--- src/rtl/serial_sub_pkg.sv ---
// -----------------------------------------------------------------------------
// serial_sub_pkg
//   Shared types for the bit-serial subtractor.
//   state_t : controller state. Encoding 2'd3 is unused; the controller treats
//             it as illegal and falls back to S_IDLE.
// -----------------------------------------------------------------------------
package serial_sub_pkg;

    typedef enum logic [1:0] {
        S_IDLE = 2'd0,
        S_CALC = 2'd1,
        S_DONE = 2'd2
    } state_t;

endpackage : serial_sub_pkg

--- src/rtl/full_subtractor_cell.sv ---
// -----------------------------------------------------------------------------
// full_subtractor_cell
//   One-bit full subtractor built from gate primitives, same cell style as the
//   ripple adder.
//   d    = a ^ b ^ bin
//   bout = (~a & b) | (~(a ^ b) & bin)
// Ports
//   a    in  1  minuend bit
//   b    in  1  subtrahend bit
//   bin  in  1  borrow in from the less significant bit
//   d    out 1  difference bit
//   bout out 1  borrow out to the more significant bit
// -----------------------------------------------------------------------------
module full_subtractor_cell (
    input  logic a,
    input  logic b,
    input  logic bin,
    output logic d,
    output logic bout
);

    logic a_x_b;
    logic a_n;
    logic a_x_b_n;
    logic gen_borrow;
    logic prop_borrow;

    xor u_x_ab   (a_x_b, a, b);
    xor u_x_d    (d, a_x_b, bin);
    not u_n_a    (a_n, a);
    not u_n_axb  (a_x_b_n, a_x_b);
    // Borrow is generated when a=0,b=1 and propagated when a==b.
    and u_a_gen  (gen_borrow, a_n, b);
    and u_a_prop (prop_borrow, a_x_b_n, bin);
    or  u_o_bout (bout, gen_borrow, prop_borrow);

endmodule : full_subtractor_cell

--- src/rtl/serial_subtractor.sv ---
// -----------------------------------------------------------------------------
// serial_subtractor
//   Bit-serial, LSB-first unsigned subtractor: diff = (a - b) mod 2^WIDTH and
//   borrow_out = (a < b). One bit is processed per clock through a single
//   full_subtractor_cell. Operands arrive on a valid/ready handshake; the
//   result leaves on a valid/ready handshake. A new operation cannot start
//   until the current result has been consumed.
// Parameters
//   WIDTH       operand/result width, 1..32
// Ports
//   clk         in   1      clock, rising edge
//   rst         in   1      synchronous active-high reset
//   in_valid    in   1      a/b valid this cycle
//   in_ready    out  1      operands accepted this cycle (IDLE)
//   a           in   WIDTH  minuend
//   b           in   WIDTH  subtrahend
//   out_valid   out  1      diff/borrow_out valid (DONE)
//   out_ready   in   1      consumer takes the result this cycle
//   diff        out  WIDTH  (a - b) mod 2^WIDTH
//   borrow_out  out  1      1 iff a < b
//   busy        out  1      1 in CALC or DONE
// -----------------------------------------------------------------------------
module serial_subtractor #(
    parameter int WIDTH = 2
) (
    input  logic             clk,
    input  logic             rst,
    input  logic             in_valid,
    output logic             in_ready,
    input  logic [WIDTH-1:0] a,
    input  logic [WIDTH-1:0] b,
    output logic             out_valid,
    input  logic             out_ready,
    output logic [WIDTH-1:0] diff,
    output logic             borrow_out,
    output logic             busy
);

    import serial_sub_pkg::*;

    // Counter wide enough to hold WIDTH, so WIDTH=1 still gets a 1-bit vector.
    localparam int              CNT_W    = $clog2(WIDTH + 1);
    localparam logic [CNT_W-1:0] CNT_LAST = CNT_W'(WIDTH - 1);

    state_t           state_q;
    logic [WIDTH-1:0] a_sr_q;
    logic [WIDTH-1:0] b_sr_q;
    logic [WIDTH-1:0] d_sr_q;
    logic [WIDTH-1:0] d_sr_d;
    logic             br_q;
    logic [CNT_W-1:0] cnt_q;
    logic [WIDTH-1:0] diff_q;
    logic             borrow_q;
    logic             in_ready_q;
    logic             out_valid_q;
    logic             busy_q;

    logic             cell_d;
    logic             cell_bout;

    full_subtractor_cell u_cell (
        .a    (a_sr_q[0]),
        .b    (b_sr_q[0]),
        .bin  (br_q),
        .d    (cell_d),
        .bout (cell_bout)
    );

    // New difference bit enters at the MSB; after WIDTH shifts the first
    // (LSB) result bit has reached position 0. Written as shift/or so that
    // WIDTH=1 needs no special case.
    assign d_sr_d = (d_sr_q >> 1) | (WIDTH'(cell_d) << (WIDTH - 1));

    // NOTE: all state below is assigned with non-blocking (<=) so every flop
    // samples the pre-edge value of every other flop, as the hardware does.
    always_ff @(posedge clk) begin
        if (rst) begin
            // NOTE: only control and the visible result are reset; the shift
            // registers, borrow flop and counter are always loaded at the
            // input handshake before they are used, so they need no reset.
            state_q     <= S_IDLE;
            in_ready_q  <= 1'b1;
            out_valid_q <= 1'b0;
            busy_q      <= 1'b0;
            diff_q      <= '0;
            borrow_q    <= 1'b0;
        end else begin
            case (state_q)
                S_IDLE: begin
                    if (in_valid && in_ready_q) begin
                        a_sr_q     <= a;
                        b_sr_q     <= b;
                        d_sr_q     <= '0;
                        br_q       <= 1'b0;
                        cnt_q      <= '0;
                        state_q    <= S_CALC;
                        in_ready_q <= 1'b0;
                        busy_q     <= 1'b1;
                    end
                end

                S_CALC: begin
                    a_sr_q <= a_sr_q >> 1;
                    b_sr_q <= b_sr_q >> 1;
                    d_sr_q <= d_sr_d;
                    br_q   <= cell_bout;
                    cnt_q  <= cnt_q + CNT_W'(1);
                    if (cnt_q == CNT_LAST) begin
                        // Capture the completed result straight from the
                        // cell so diff/borrow_out only change on this edge.
                        diff_q      <= d_sr_d;
                        borrow_q    <= cell_bout;
                        state_q     <= S_DONE;
                        out_valid_q <= 1'b1;
                    end
                end

                S_DONE: begin
                    if (out_valid_q && out_ready) begin
                        state_q     <= S_IDLE;
                        out_valid_q <= 1'b0;
                        in_ready_q  <= 1'b1;
                        busy_q      <= 1'b0;
                    end
                end

                default: begin
                    // Unused encoding: recover to a clean idle state.
                    state_q     <= S_IDLE;
                    in_ready_q  <= 1'b1;
                    out_valid_q <= 1'b0;
                    busy_q      <= 1'b0;
                end
            endcase
        end
    end

    assign in_ready   = in_ready_q;
    assign out_valid  = out_valid_q;
    assign busy       = busy_q;
    assign diff       = diff_q;
    assign borrow_out = borrow_q;

endmodule : serial_subtractor

--- config.mk ---
export PLATFORM = sky130hd
export DESIGN_NAME = serial_subtractor
export DESIGN_NICKNAME = d
export VERILOG_FILES = /design/src/rtl/serial_sub_pkg.sv /design/src/rtl/full_subtractor_cell.sv /design/src/rtl/serial_subtractor.sv
export SDC_FILE = /design/constraint.sdc
export NUM_CORES = 1
export LEC_CHECK = 0
export CORE_MARGIN = 2
export CORE_UTILIZATION = 51
export DETAILED_ROUTE_END_ITERATION = 7
export PLACE_DENSITY_LB_ADDON = 0.3
export RECOVER_POWER = 25
export SETUP_SLACK_MARGIN = 0.5
export SYNTH_ARGS = -nofsm -noshare
export SYNTH_HDL_FRONTEND = slang
export SYNTH_SLANG_ARGS = --single-unit
export TNS_END_PERCENT = 50
--- constraint.sdc ---
create_clock -name clk -period 2.8 [get_ports clk]
set_input_delay 0.56 -clock clk [delete_from_list [all_inputs] [get_ports clk]]
set_output_delay 0.56 -clock clk [all_outputs]
set_load 0.05 [all_outputs]
## Yosys cells after proc, flatten, opt, wreduce, memory -nomap -nowiden

Cells that the tools add are included.

- Bits in registers: 17
- Logic and storage cells: 58
- Output and inout port bits: 6

- Equality and inequality tests: 6
- Muxes and demuxes: 20
- Add/sub/neg operators: 1
- Bitwise logic cells: 11
- Reductions and logical operators: 9

Operator list:

| operator | number |
|---|---|
| 2-bit case mux with 2 select lines | 4 |
| 2-bit 2-to-1 mux | 6 |
| 3-bit AND reduction | 4 |
| 1-bit case mux with 3 select lines | 3 |
| 2-bit inequality test, second input constant | 3 |
| 2-bit case mux with 3 select lines | 1 |
| 1-bit 2-to-1 mux | 5 |
| 1-bit NOT | 5 |
| 2-bit by 1-bit equality test with 1-bit output, second input constant | 2 |
| 2-bit by 1-bit adder with 2-bit output, second input constant | 1 |
| 1-bit AND | 2 |
| 2-bit equality test, second input constant | 1 |
| 1-bit logical AND | 2 |
| 2-bit logical NOT | 1 |
| 1-bit by 2-bit bitwise OR with 2-bit output | 1 |
| 1-bit case mux with 2 select lines | 1 |
| 2-bit AND reduction | 1 |
| 2-bit nonzero test | 1 |
| 1-bit bitwise XOR | 2 |
| 1-bit bitwise OR | 1 |

## Longest topological paths before layout

Gate-level depths: netlist of the first run.

- Depth after elaboration: 5
- Gate-level depth with buffers: 5

## Cells and area by module

A second synthesis of the first run with hierarchy kept.

- Cells, all modules: 63
- Area total of the unflattened synthesis: 744.5 µm²

By module, submodules not included:

| module | seq. area each (µm²) | area each (µm²) | cells an instance | times used |
|---|---|---|---|---|
| serial_subtractor | 400.4 | 713.2 | 59 | 1 |
| full_subtractor_cell | 0.0 | 31.3 | 4 | 1 |

## Worst setup path before layout of the first run

No wires, ideal clock.

- Kind: input-to-reg
- Start point: input rst
- End point: register a_sr_q[0], enable pin
- Stages: 2
- Data required time: 2.417 ns
- Arrival time: 1.392 ns
- Library setup time: 0.383 ns
- Slack: 1.024 ns
- Cell sequence: clkbuf_1 > nor3_1

- Longest elaborated chain between the ends: 2

RTL lines:

| item | line | source |
|---|---|---|
| from (decl) | serial_subtractor.sv:27 | `input logic rst,` |
| 1-bit NOT (no source line) | n/a |  |
| 3-bit AND reduction (no source line) | n/a |  |
| to (signal assigned) | serial_subtractor.sv:103 | `a_sr_q <= a_sr_q >> 1;` |
| to (decl) | serial_subtractor.sv:46 | `logic [WIDTH-1:0] a_sr_q;` |

No other way between the ends.
A chain may end at the register's enable or synchronous reset.

## Worst setup path after layout of the first run

- Start point: register in_ready_q, in the netlist in_ready
- End point: output in_ready

RTL lines:

| item | line | source |
|---|---|---|
| from (decl) | serial_subtractor.sv:54 | `logic in_ready_q;` |
| from (signal assigned) | serial_subtractor.sv:82 | `in_ready_q <= 1'b1;` |
| from (signal assigned) | serial_subtractor.sv:97 | `in_ready_q <= 1'b0;` |
| from (signal assigned) | serial_subtractor.sv:122 | `in_ready_q <= 1'b1;` |
| to (decl) | serial_subtractor.sv:29 | `output logic in_ready,` |

No word-level cell between the ends.

==> reports/qor.yml, run 1 <==
synth-main-ff-cell: "edfxtp_1"
r2r_cells: 2
yosys.area.top_type: "edfxtp_1"
clock_latency_ps: 280
syn_inst: 67
yosys.area_share.simple: 0.214
diodes: 0
synth_edf_count: 8
vias: 532
avgViaCountPerCell: 5.48
peakVddDrop_mv: 0.314
hold_path_end: "diff[0]$_SDFFE_PP0P_"
synth_nets: 77
syn_to_final_growth_pct: 24.3
cts_resized: 0
ys_top_cells_by_area: "edfxtp_1 (34%), dfxtp_1 (23%), nand2_1 (5.9%), a21oi_1 (5.0%), fa_1 (2.9%)"
ctsHoldBuffers: 0
post-route-min-period_ps: 2060
drt-pass1-iter-count: 4
hp-start: "diff[0]$_SDFFE_PP0P_"
drv_cap: 0
grt_overflow_total: 0
cts_buffers: 3
fin_hold_ws_ps: 473
drtAntennaViolNets: 0
grt_usage: 0.183
htreeDepth: 1
path_clk_slew_ps: 90
nets: 93
synth_top_area_frac: 0.343
r2r-end: "d_sr_q[1]$_SDFFCE_PP0P_"
finalNonFillerCells: 97
setup_tns_ps: 0
grt_pass1_wl_um: 1930
crit_start: "in_ready$_SDFFE_PP1P_"
synthArstFlopShare: 0
final_max_slew_viol_count: 0
row_count: 13
synthTopCellsByCount: "nand2_1 (11), dfxtp_1 (8), edfxtp_1 (8), a21oi_1 (7), nor2_1 (5)"
critPathLaunchType: "flip-flop"
max_slew_margin: 0.666
met1_length_um: 528
worst-path-buf-inv: 1
hold_depth: 2
gp_congestion: 0.672
grt_max_degree: 12
ys_types: 24
period_share: 0.734
status: "finished clean"
synthMuxAreaShare: 0.0161
synth_area_per_cell_um2: 10.5
fp.coreArea_um2: 1280
die_w_um: 41.1
reg2reg_slack_ps: 1540
drcViolationCount: 0
synthAdderAreaFrac: 0.0464
antenna_found_initial: 0
first_global_vias: 479
setup_violations: 0
wl_per_cell_um: 13.5
fin_skew_ps: 6.86
wl_met3_um: 63
cts_setup_buffers: 0
crit_path_max_fanout: 4
max_stage_delay_ps: 820
rsz0062_at_grt: "no"
drive_gt1_frac: 0.0976
post-place-ws_ps: 905
cp_top_family: "buffers and inverters"
setup_ws_ps: 745
routed_wl_um: 1310
die_area_um2: 1690
worstPathCellList: "clkdlybuf4s50_1"
wl_met2_um: 715
port_buffers: 13
clockRootBuffer: "clkbuf_4"
required_ps: 2240
place_hpwl_um: 921
path_class: "reg -> out"
ys_seq_elements: 16
die_h_um: 41.1
p_leak_nw: 0.323
dpl.cell_count: 93
synthXorXnorAreaFrac: 0
synth_area_um2: 701
critical-path-slowest-cell: "clkdlybuf4s50_1"
finalHoldViolations: 0
fmax_mhz: 487
worstPathArrival_ps: 1500
r2r_start: "a_sr_q[0]$_DFFE_PP_"
powerDensity_nw_per_um2: 618
cp-end-kind: "primary output"
fillers: 105
yosysSeqAreaShare: 0.571
ys_warn_count: 0
hp-class: "reg -> reg"
start_util: 0.545
synth_compound_area_frac: 0.0982
cts_buffer_depth: 2
synth_top_family_by_area: "simple AND/OR/NAND/NOR gates"
cts.sinks: 16
max_slew.worst_pin.slew_ps: 500
cts_tree: "yes"
io_pins: 14
yosysMostFrequentCell: "nand2_1"
highest-signal-layer: "met4"
first_iter_violations: 11
logic make-up after synthesis:
group	after synthesis
adders and majority gates	2
and+or+nand+nor	30
buffers and inverters	7
muxes	1
AOI/OAI and AO/OA	11
DFF	16
flip-flops by register name, indices dropped and copies added, names as in the netlist:
name / flops
busy: 1
borrow_out: 1
d_sr_q: 1
a_sr_q: 2
diff: 2
b_sr_q: 2
in_ready: 1
state_q: 2
br_q: 1
out_valid: 1
cnt_q: 2
power by group:
group | internal [mW] | switching, mW | leakage, nW | total (mW)
sequential | 0.268 | 0.0137 | 0.142 | 0.282
clock | 0.0791 | 0.0703 | 0.0210 | 0.149
combinational | 0.0453 | 0.0621 | 0.160 | 0.107
total | 0.392 | 0.146 | 0.323 | 0.538
worst max-delay path by stage:
stage          slack [ps]  cells after the start                 endpoint
5_1_grt               700                      1                 in_ready
2_1_floorplan        1020                      2      a_sr_q[0]$_DFFE_PP_
3_5_place_dp          910                      3  b_sr_q[1]$_SDFFCE_PN0P_
4_1_cts               750                      1                 in_ready
3_3_place_gp          940                      3      b_sr_q[0]$_DFFE_PP_
6_report              740                      1                 in_ready
layout make-up:
cell class,instances,area (um2),share of cell area
clock buffers,4,36.3,0.0417
inverters,4,15.0,0.0172
multi-input cells,44,263,0.302
flip-flops and latches,16,400,0.460
well taps,15,18.8,0.0216
repair buffers,14,138,0.158
through the flow:
step | power, mW | area [um2] | utilization
after floorplan | 0.358 | 701 | -
after global placement | 0.388 | 835 | 0.649
after detailed placement | 0.393 | 835 | 0.649
after CTS | 0.542 | 871 | 0.678
after global routing | 0.561 | 871 | 0.678
final | 0.538 | 871 | 0.678
layer usage:
metal  vias up  GRT usage
met3         2     0.0326
met4         0     0.0750
met1       253      0.202
met5         -          0
met2        16      0.336
li1        261          -
worst reg2reg max path, cell delays in order, from the launching register on:
cell,delay (ps)
edfxtp_1,410
fa_1,460
and2_1,160
cell usage in the layout, fill, tap and decap left out, drive strengths merged, types with 2 or more instances in the layout:
| cell type | instances |
|---|---|
| dfxtp | 8 |
| nand2 | 11 |
| nand2b | 3 |
| edfxtp | 8 |
| inv | 4 |
| clkdlybuf4s50 | 13 |
| and2 | 3 |
| clkbuf | 4 |
| a21oi | 8 |
| nand3 | 2 |
| nor2 | 5 |
| nor3 | 2 |
No activity file was read; power rests on OpenSTA's default activity.
==> run 2, diff against run 1 <==
--- a/config.mk
+++ b/config.mk
@@ -6,7 +6,7 @@
 export NUM_CORES = 1
 export LEC_CHECK = 0
 export CORE_MARGIN = 2
-export CORE_UTILIZATION = 51
+export CORE_UTILIZATION = 48
 export DETAILED_ROUTE_END_ITERATION = 7
 export PLACE_DENSITY_LB_ADDON = 0.3
 export RECOVER_POWER = 25
==> constraint.sdc (replaced) <==
create_clock -name clk -period 2.1 [get_ports clk]
set_input_delay 0.42 -clock clk [delete_from_list [all_inputs] [get_ports clk]]
set_output_delay 0.42 -clock clk [all_outputs]
set_load 0.05 [all_outputs]
==> reports/qor.yml, run 2 (synthesis gave the netlist of run 1 again) <==
fmax_mhz: 612
grt_max_degree: 12  # unchanged
start_util: 0.525  # -0.0199
drcViolationCount: 0  # unchanged
post-route-util: 0.663  # -0.0145
r2r_start: "b_sr_q[0]$_DFFE_PP_"
fp.coreArea_um2: 1330  # +3.8%
setup_violations: 0  # unchanged
routed_wl_um: 1310  # -0.46%
critical-path-slowest-cell: "dlygate4sd2_1"
gp_congestion: 0.750  # +12%
status: "finished clean"
clock_latency_ps: 290  # about the same
p_leak_nw: 0.377  # +17%
r2r_cells: 3  # +1
swShare: 0.274  # +0.00268
peakVddDrop_mv: 0.535  # +70%
syn_to_final_growth_pct: 26.2
path_clk_slew_ps: 100  # about the same
worst-path-buf-inv: 1  # unchanged
critPathLaunchType: "flip-flop"
first_global_vias: 444  # -7.3%
powerDensity_nw_per_um2: 808  # +31%
post-route-min-period_ps: 1630
max_slew_margin: 0.664  # -0.00190
crit_start: "busy$_SDFFE_PP0P_"
fillers: 116  # +10%
die_h_um: 42.2  # +2.8%
grt_overflow_total: 0  # unchanged
clockRootBuffer: "clkbuf_4"
place_hpwl_um: 965  # +4.8%
p_int_uw: 519  # +32%
worstPathArrival_ps: 1210  # -290 ps
finalHoldViolations: 0  # unchanged
drt-pass1-iter-count: 4  # unchanged
mostFrequentLayoutCell: "nand2_1"
antenna_found_initial: 0  # unchanged
cts_setup_buffers: 0  # unchanged
cts.sinks: 16  # unchanged
hold_depth: 2  # unchanged
die_area_um2: 1780  # +5.6%
vias: 513  # -3.6%
port_buffers: 13  # unchanged
pwr-share-seq: 0.524  # about the same
wl_per_cell_um: 13.3  # -1.5%
cts_buffers: 3  # unchanged
setup_tns_ps: 0  # unchanged
cp_top_family: "buffers and inverters"
rsz0062_at_grt: "yes"
max_slew.worst_pin.slew_ps: 504  # +3.59 ps
ctsHoldBuffers: 0  # unchanged
first_iter_violations: 4  # -7
mostFrequentLayoutCells: "nand2_1 (11), edfxtp_1 (8), dfxtp_1 (8)"
hp-class: "reg -> reg"
row_count: 13  # unchanged
required_ps: 1680  # -560 ps
fin_hold_ws_ps: 461  # -12.7 ps
drtAntennaViolNets: 0  # unchanged
p_switching_uw: 196  # +34%
reg2reg_slack_ps: 810  # -730 ps
final_max_slew_viol_count: 0  # unchanged
worstPathCellList: "dlygate4sd2_1"
crit_path_max_fanout: 3  # -1
hp-start: "diff[1]$_SDFFE_PP0P_"
htreeDepth: 1  # unchanged
die_w_um: 42.2  # +2.8%
max_stage_delay_ps: 560  # -260 ps
cts_buffer_depth: 2  # unchanged
grt_pass1_wl_um: 2040  # +5.7%
drv_cap: 0  # unchanged
drive_gt1_frac: 0.120  # +0.0229
power_frac_comb: 0.194  # -0.006
grt_usage: 0.159  # -0.0238
nets: 94  # +1.1%
fin_skew_ps: 10.9  # +4.03 ps
io_pins: 14  # unchanged
cp-end-kind: "primary output"
clkPwrFrac: 0.281  # +0.004
path_class: "reg -> out"
diodes: 0  # unchanged
avgViaCountPerCell: 5.23  # -4.6%
cts_tree: "yes"
r2r-end: "d_sr_q[1]$_SDFFCE_PP0P_"
hold_path_end: "diff[1]$_SDFFE_PP0P_"
period_share: 0.778
-- run 2: cell types whose count changed in the layout (fill, tap and decap cells not counted), sizes merged --
| cell | change |
|---|---|
| clkdlybuf4s15 | +2 |
| dlymetal6s2s | +2 |
| buf | +1 |
| clkdlybuf4s50 | -6 |
| dlygate4sd2 | +2 |
-- run 2: cell type report --
type	instances	area, um2	share of cell area
inverter	4	15.0	0.0170
sequential	16	400	0.453
tap	15	18.8	0.0212
clock buffer	4	36.3	0.0410
multi-input combinational	44	265	0.300
timing repair buffer	15	149	0.168
-- run 2: repair_timing --
action                                  CTS  global route
pin swaps                                 0             0
resized for setup                         7             2
endpoints found under the setup margin    6             5
cloned                                    0             0
-- run 2: layer usage --
layer	global-route usage	share of wire	vias up
met1	0.177	0.42	237
met3	0.0647	0.050	2
met5	0	0	-
met2	0.271	0.53	13
li1	-	-	261
met4	0.0563	0.0069	0
-- run 2: worst max path at each step --
| stage | endpoint | slack [ps] | cells after the start |
|---|---|---|---|
| 6_report | busy | 470 | 1 |
| 4_1_cts | diff[0] | 240 | 1 |
| 5_1_grt | busy | 420 | 1 |
| 3_3_place_gp | b_sr_q[0]$_DFFE_PP_ | 510 | 4 |
| 3_5_place_dp | b_sr_q[0]$_DFFE_PP_ | 470 | 4 |
| 2_1_floorplan | a_sr_q[0]$_DFFE_PP_ | 560 | 2 |
-- run 2: power by group through the flow --
stage	combinational [mW]	sequential [mW]	clock, mW
after floorplan	0.0726	0.405	0
after global placement	0.141	0.381	0
after detailed placement	0.146	0.383	0
after CTS	0.143	0.375	0.207
after global routing	0.151	0.378	0.224
final	0.139	0.375	0.201
-- run 2: metrics by stage --
| stage | area, um2 | power [mW] | std cells | worst slack, ps |
|---|---|---|---|---|
| floorplan | 706 | 0.478 | 67 | 562 |
| global placement | 847 | 0.522 | 94 | 514 |
| detailed placement | 847 | 0.528 | 94 | 474 |
| CTS | 882 | 0.724 | 98 | 237 |
| global route | 885 | 0.753 | 98 | 418 |
| finish | 885 | 0.715 | 98 | 467 |
-- run 2: worst register-to-register path: cells and delay by family, from the launching register on --
family / cells / cell delay, ps
adders and majority gates: 1 / 450
buffers and inverters: 1 / 80
and+or+nand+nor: 1 / 170
DFF: 1 / 370
==> run 3, diff against run 2 <==
==> constraint.sdc (replaced) <==
create_clock -name clk -period 1.6 [get_ports clk]
set_input_delay 0.32 -clock clk [delete_from_list [all_inputs] [get_ports clk]]
set_output_delay 0.32 -clock clk [all_outputs]
set_load 0.05 [all_outputs]
==> reports/qor.yml, run 3 (synthesis gave the netlist of run 1 again) <==
status: "finished clean"
gp_congestion: 0.688  # -8.3%
peakVddDrop_mv: 0.684  # +28%
period_share: 0.868
max_slew.worst_pin.slew_ps: 595  # +91.0 ps
start_util: 0.525  # unchanged
cts.sinks: 16  # unchanged
crit_path_max_fanout: 2  # -1
drtAntennaViolNets: 0  # unchanged
fmax_mhz: 720
grt_usage: 0.165  # +0.00572
fp.coreArea_um2: 1330  # unchanged
fin_area_um2: 971  # +9.8%
power_uw: 950  # +33%
setup_violations: 0  # unchanged
io_pins: 14  # unchanged
placed_area_um2: 873  # +3.1%
mostFrequentLayoutCell: "nand2_1"
max_stage_delay_ps: 460  # -100 ps
first_iter_violations: 8  # +4
required_ps: 1280  # -400 ps
powerDensity_nw_per_um2: 978  # +21%
nets: 99  # +5.3%
worstPathArrival_ps: 1070  # -140 ps
post-route-min-period_ps: 1390
routed_wl_um: 1390  # +6.0%
final_max_slew_viol_count: 0  # unchanged
port_buffers: 13  # unchanged
diodes: 0  # unchanged
drt-pass1-iter-count: 4  # unchanged
clockRootBuffer: "clkbuf_4"
setup_ws_ps: 212  # -255 ps
worst-path-buf-inv: 1  # unchanged
clock_latency_ps: 280  # about the same
max_slew_margin: 0.605  # -0.0584
cp_top_family: "buffers and inverters"
critical-path-slowest-cell: "clkbuf_1"
setup_tns_ps: 0  # unchanged
row_count: 13  # unchanged
first_global_vias: 518  # +17%
place_hpwl_um: 928  # -3.9%
cts_buffers: 3  # unchanged
path_clk_slew_ps: 90  # about the same
drcViolationCount: 0  # unchanged
ctsHoldBuffers: 0  # unchanged
fin_skew_ps: 4.55  # -6.34 ps
post-route-util: 0.728  # +0.0647
antenna_found_initial: 0  # unchanged
worstPathCellList: "clkbuf_1"
syn_to_final_growth_pct: 38.6
critPathLaunchType: "flip-flop"
cts_tree: "yes"
vias: 525  # +2.3%
path_class: "reg -> out"
cp-end-kind: "primary output"
drive_gt1_frac: 0.341  # +0.220
die_area_um2: 1780  # unchanged
hp-class: "reg -> reg"
htreeDepth: 1  # unchanged
grt_overflow_total: 0  # unchanged
p_leak_nw: 0.375  # -0.51%
wl_per_cell_um: 13.5  # +0.82%
finalHoldViolations: 0  # unchanged
die_h_um: 42.2  # unchanged
grt_max_degree: 12  # unchanged
avgViaCountPerCell: 5.10  # -2.6%
rsz0062_at_grt: "yes"
drv_cap: 0  # unchanged
grt_pass1_wl_um: 2210  # +8.4%
post-place-ws_ps: 6.94  # -468 ps
mostFrequentLayoutCells: "nand2_1 (11), edfxtp_1 (8), buf_4 (6)"
cts_buffer_depth: 2  # unchanged
die_w_um: 42.2  # unchanged
[run 3: cell types whose count changed in the layout (fill, tap and decap cells not counted), moves of 3 or more]
cell	previous run	this run
clkbuf_1	0	3
dfxtp_2	0	3
dfxtp_1	8	3
buf_4	2	6
[run 3: per-layer routing]
| metal | GRT usage | vias to the layer above | wire length, um |
|---|---|---|---|
| met1 | 0.200 | 241 | 638 |
| met3 | 0.0517 | 2 | 58 |
| met5 | 0 | - | 0 |
| li1 | - | 270 | - |
| met4 | 0.0375 | 0 | 6 |
| met2 | 0.283 | 12 | 684 |
[run 3: layout make-up]
cell class	count	area, um2
Sequential cell	16	412
Timing Repair Buffer	20	193
Inverter	4	15.0
Fill cell	97	363
Tap cell	15	18.8
Clock buffer	4	26.3
Multi-Input combinational cell	44	307
[run 3: final timing paths]
path / to / depth (start not counted) / from / slack (ps)
worst max-delay path: busy / 1 / busy$_SDFFE_PP0P_ / 210
worst min-delay path: b_sr_q[0]$_DFFE_PP_ / 2 / b_sr_q[1]$_SDFFCE_PN0P_ / 520
worst max register to register: d_sr_q[1]$_SDFFCE_PP0P_ / 2 / a_sr_q[0]$_DFFE_PP_ / 290
worst min register to register: b_sr_q[0]$_DFFE_PP_ / 2 / b_sr_q[1]$_SDFFCE_PN0P_ / 520
[run 3: what timing repair did]
action                     4_1_cts  5_1_grt
setup buffers                    1        3
gates resized for setup          8       21
pin swaps                        2        5
hold endpoints to repair         0        0
setup endpoints to repair       30       27
[run 3: stage by stage]
stage | hold slack [ps] | instances
after CTS | 463 | 100
final | 518 | 103
after global routing | 554 | 103
after global placement | 444 | 95
after floorplan | 484 | 67
after detailed placement | 451 | 95
[run 3: where the power goes]
group | internal, mW | leakage, nW | switching (mW)
registers | 0.471 | 0.144 | 0.0326
clock network | 0.0965 | 0.0150 | 0.123
logic | 0.107 | 0.216 | 0.119
total | 0.675 | 0.375 | 0.275
